### config.mk
export PLATFORM = sky130hd
export DESIGN_NAME = pfa_issue_ctrl
export DESIGN_NICKNAME = d
export VERILOG_FILES = /design/src/rtl/pfa_issue_ctrl.sv
export SDC_FILE = /design/constraint.sdc
export NUM_CORES = 1
export LEC_CHECK = 0
export ABC_AREA = 1
export CAP_MARGIN = 40
export CELL_PAD_IN_SITES_DETAIL_PLACEMENT = 1
export CELL_PAD_IN_SITES_GLOBAL_PLACEMENT = 1
export CORE_ASPECT_RATIO = 1.5
export CORE_MARGIN = 2
export CORE_UTILIZATION = 35
export DETAILED_ROUTE_END_ITERATION = 10
export PLACE_DENSITY_LB_ADDON = 0.1
export SLEW_MARGIN = 20
export SYNTH_ARGS = -nofsm -noshare
export SYNTH_HDL_FRONTEND = slang
export SYNTH_SLANG_ARGS = --single-unit
### constraint.sdc
create_clock -name clk -period 24.6 [get_ports clk]
set_input_delay 7.38 -clock clk [delete_from_list [all_inputs] [get_ports clk]]
set_output_delay 7.38 -clock clk [all_outputs]
set_load 0.02 [all_outputs]
### src/rtl/pfa_issue_ctrl.sv
// Issue/capture stage around the 32-bit combinational adder: operand handshake, settle timer,
// registered sum with carry/overflow, and a running accumulator. Optional macro PFA_SAT_EN saturates on overflow.
module pfa_issue_ctrl #(
  parameter int unsigned WIDTH      = 32,
  parameter int unsigned SETTLE_CYC = 1
) (
  input  logic             clk,
  input  logic             rst,
  input  logic             in_valid,
  output logic             in_ready,
  input  logic [WIDTH-1:0] in_a,
  input  logic [WIDTH-1:0] in_b,
  input  logic             in_acc,
  input  logic             acc_clr,
  output logic [WIDTH-1:0] add_a,
  output logic [WIDTH-1:0] add_b,
  input  logic [WIDTH-1:0] add_sum,
  output logic             out_valid,
  input  logic             out_ready,
  output logic [WIDTH-1:0] out_sum,
  output logic             out_cout,
  output logic             out_ovf,
  output logic             busy
);

  if (WIDTH != 32) begin : g_bad_width
    $error("pfa_issue_ctrl: WIDTH must be 32");
  end
  if (SETTLE_CYC < 1 || SETTLE_CYC > 15) begin : g_bad_settle
    $error("pfa_issue_ctrl: SETTLE_CYC must be 1..15");
  end

  localparam logic [3:0] CNT_INIT = 4'(SETTLE_CYC - 1);

  typedef enum logic [1:0] {IDLE, SETTLE, HOLD} state_t;

  state_t           state, state_n;
  logic [3:0]       cnt;
  logic [WIDTH-1:0] acc;
  logic [WIDTH-1:0] eff_acc;
  logic             capture, sample;
  logic             cout, ovf;
  logic [WIDTH-1:0] result;

  assign eff_acc = acc_clr ? '0 : acc;

  assign cout = (add_a[WIDTH-1] & add_b[WIDTH-1]) |
                ((add_a[WIDTH-1] | add_b[WIDTH-1]) & ~add_sum[WIDTH-1]);
  assign ovf  = (add_a[WIDTH-1] == add_b[WIDTH-1]) & (add_sum[WIDTH-1] != add_a[WIDTH-1]);

`ifdef PFA_SAT_EN
  assign result = !ovf            ? add_sum :
                  add_a[WIDTH-1]  ? {1'b1, {(WIDTH-1){1'b0}}} :
                                    {1'b0, {(WIDTH-1){1'b1}}};
`else
  assign result = add_sum;
`endif

  always_ff @(posedge clk or posedge rst) begin
    if (rst) state <= IDLE;
    else     state <= state_n;
  end

  always_comb begin
    state_n  = state;
    capture  = 1'b0;
    sample   = 1'b0;
    in_ready = 1'b0;
    case (state)
      IDLE: begin
        in_ready = !rst;
        if (in_valid) begin
          capture = 1'b1;
          state_n = SETTLE;
        end
      end
      SETTLE: begin
        if (cnt == '0) begin
          sample  = 1'b1;
          state_n = HOLD;
        end
      end
      HOLD: begin
        in_ready = out_ready;
        if (out_ready) begin
          if (in_valid) begin
            capture = 1'b1;
            state_n = SETTLE;
          end else begin
            state_n = IDLE;
          end
        end
      end
      default: state_n = IDLE;
    endcase
  end

  assign out_valid = (state == HOLD);
  assign busy      = (state != IDLE);

  always_ff @(posedge clk or posedge rst) begin
    if (rst) begin
      cnt      <= '0;
      add_a    <= '0;
      add_b    <= '0;
      out_sum  <= '0;
      out_cout <= 1'b0;
      out_ovf  <= 1'b0;
      acc      <= '0;
    end else begin
      if (capture) begin
        add_a <= in_acc ? eff_acc : in_a;
        add_b <= in_b;
        cnt   <= CNT_INIT;
      end else if (state == SETTLE && cnt != '0) begin
        cnt <= cnt - 4'd1;
      end
      if (sample) begin
        out_sum  <= result;
        out_cout <= cout;
        out_ovf  <= ovf;
      end
      // A clear on the sample edge beats the result write.
      if (acc_clr)     acc <= '0;
      else if (sample) acc <= result;
    end
  end

endmodule

==> impl_metrics.tcl <==
set metrics [dict create \
    synth-edff-count 0 \
    grt.overflow.total 0 \
    synth.most_common_cell "nand2_1" \
    drive_gt1_frac 0.0557 \
    area_growth_syn_to_layout_pct 50.1 \
    holdCritStartpoint "add_a[1]$_DFFE_PP0P_" \
    first_iter_violations 260 \
    place_ws_ns 8.05 \
    cp-end-kind "primary output" \
    synth-main-ff-cell "dfrtp_1" \
    yosysTopAreaCellShare 0.598 \
    cpMaxStageDelayCell "clkdlybuf4s50_1" \
    cts-root-buf "clkbuf_16" \
    cts_hold_buf 0 \
    hp-class "reg2reg" \
    multi_input_area_um2 1930 \
    switching_share 0.375 \
    grt_pass1_vias 5628 \
    rr_startpoint "cnt[0]$_DFFE_PP0P_" \
    max_freq_ghz 0.0606 \
    core_area_um2 16000 \
    clock_sinks 136 \
    syn_nets 784 \
    power.switching_uw 421 \
    synth-seq-cells 136 \
    worst_pin_slew_ns 0.802 \
    path_max_fanout 55 \
    detail-route-antenna-nets 0 \
    cp-start-kind "input pin" \
    post_cts_buffers 0 \
    drv_cap 0 \
    min_period_ns 16.51 \
    ys_async_sr_fraction 1.00 \
    cp.depth 5 \
    final_util 0.533 \
    dp_hpwl_mm 12.0 \
    layout.nets 975 \
    r2r_slack_ns 22.58 \
    layout.area.seq_um2 3400 \
    p_int_uw 703 \
    dieArea_um2 17300 \
    h-tree-depth 4 \
    die_w_um 108 \
    ys_seq_area_frac 0.598 \
    path_cells "clkdlybuf4s50_1, inv_6, o21ai_0, nor2_1, clkdlybuf4s50_1" \
    critical-path-max-stage-delay_ns 0.60 \
    cpMostUsedCell "clkdlybuf4s50_1" \
    num_rows 57 \
    fillers 1902 \
    power_frac_clock 0.248 \
    routabilityCongestion 0.772 \
    status "finished clean" \
    finalSetupViolations 0 \
    p_per_area_nw_per_um2 132 \
    yosys.cell_types.count 20 \
    clock_path_buffers 2 \
    min_to "add_a[1]$_DFFE_PP0P_" \
    ys_top_cells_by_area "dfrtp_1 60%, nand2_1 22%, o21ai_0 3.5%, nand3_1 3.1%, a21oi_1 2.9%" \
    power.leakage_uw 0.00416 \
    drt-wirelength-per-cell_um 16.0 \
    criticalPathCategory "in2out" \
    grt_first_pass_wirelength_mm 28.4 \
    clk_pin_slew_ns 0.06 \
    wl_mm 17.4 \
    pwr-share-comb 0.421 \
    worst_slack_ns 8.09 \
    ir_worst_vdd_mv 0.0552 \
    min_path_cells 2 \
    cts_buffers 17 \
    finClkSkew_ns 0.0146 \
    rr_endpoint "acc[25]$_DFFE_PP0P_" \
    yosys-top-cells-count "332 x nand2_1, 136 x dfrtp_1, 42 x inv_1, 40 x o21ai_0, 35 x nand3_1" \
    post_drt_via_cell_ratio 4.71 \
    syn_area_um2 5700 \
    boundaryPins 203 \
    dr.pass1.iters 4 \
    r2r_cells 6 \
    antenna_found_initial 0 \
    slew_viol_final 0 \
    critical-path-top-delay-family "buffers and inverters" \
    slew_headroom 0.464 \
    rsz0062_at_grt "false" \
    critPathRequiredTime_ns 17.22 \
    portBuffers 202 \
    antennaDiodeCount 0 \
    grt_max_degree 67 \
    final_hold_viol_count 0 \
    netlist_instances 678 \
    fp.dieH_um 160 \
    drc_errors 0 \
    cts_tree "yes" \
    finalCritPeriodShare 0.671 \
    cp_num_buf_inv 3 \
    vias 5120 \
    final.setup.tns_ns 0 \
    arrival_ns 9.13 \
    seqPwrFrac 0.331 \
    syn_avg_cell_area_um2 8.40 \
    grt_usage 0.210 \
    start_util 0.355 \
    cts_resized 0 \
    clock_latency_ns 0.42 \
    yosysTopAreaCell "dfrtp_1" \
    ys_warn_count 0 \
]
## metrics by stage
step,power [uW],instances,area (um^2),hold slack [ns]
floorplan,620,678,5700,0.509
global placement,833,1052,7810,0.461
detailed placement,853,1056,7910,0.465
CTS,1140,1086,8550,0.481
global route,1200,1086,8550,0.507
finish,1120,1086,8550,0.477
## power groups by stage
stage	sequential, uW	clock (uW)	combinational, uW
after floorplan	459	0	161
after global placement	370	0	463
after detailed placement	375	0	478
after CTS	373	285	483
after global routing	383	292	520
final	372	279	473
## cells in the final DEF (no fill, tap or decap), types with 2 or more instances in the layout
| cell | n |
|---|---|
| clkbuf_16 | 17 |
| buf_16 | 2 |
| clkinv_4 | 3 |
| nand4_1 | 2 |
| nand3_2 | 2 |
| inv_1 | 41 |
| or2_2 | 2 |
| nor2_1 | 7 |
| nor2_2 | 2 |
| a21oi_1 | 33 |
| inv_2 | 2 |
| inv_6 | 2 |
| dfrtp_1 | 136 |
| clkdlybuf4s50_1 | 201 |
| nand2_1 | 332 |
| buf_4 | 4 |
| bufinv_16 | 5 |
| o21ai_0 | 40 |
| ha_1 | 4 |
| nand3_1 | 34 |
| buf_12 | 2 |
## layout make-up
cell class                      count  area share
Clock buffer                       19      0.0518
Clock inverter                     11      0.0231
Inverter                           44      0.0199
Multi-Input combinational cell    460       0.226
Sequential cell                   136       0.398
Tap cell                          206      0.0302
Timing Repair Buffer              210       0.251
## worst max-delay path by stage
| stage | from | end | slack [ns] |
|---|---|---|---|
| after floorplan | rst | in_ready | 6.38 |
| after global placement | rst | in_ready | 8.08 |
| after detailed placement | rst | in_ready | 8.05 |
| after CTS | rst | in_ready | 8.05 |
| after global routing | rst | in_ready | 7.94 |
| final | rst | in_ready | 8.09 |
## worst register-to-register path, delay by kind of cell, from the launching register on
kind | cells | cell delay [ns]
adder cells (fa/ha/maj) | 1 | 0.25
flip-flops | 1 | 0.37
buffers and inverters | 1 | 0.17
AND/OR/NAND/NOR | 3 | 0.98
AO/OA/AOI/OAI | 1 | 0.19
## cells by family (layout without fill, tap and decap cells)
family                   Yosys count  count (layout)  share of synthesized area
buffers and inverters             82             284                     0.0639
AO/OA/AOI/OAI                     73              73                     0.0641
AND/OR/NAND/NOR                  383             383                      0.266
adder cells (fa/ha/maj)            4               4                    0.00879
flip-flops                       136             136                      0.598
## metal layers
layer | share of wire | vias up | global-route usage
met5 | 0 | - | 0
met4 | 0.015 | 0 | 0.0682
met3 | 0.055 | 20 | 0.0506
met2 | 0.53 | 154 | 0.374
met1 | 0.40 | 2465 | 0.245
li1 | - | 2481 | -
## state kept, by name, indices dropped and copies added (netlist names)
signal,count
out_sum,32
out_ovf,1
acc,32
add_a,32
add_b,32
out_cout,1
cnt,4
state,2
Power figures use the tool's default switching activity.
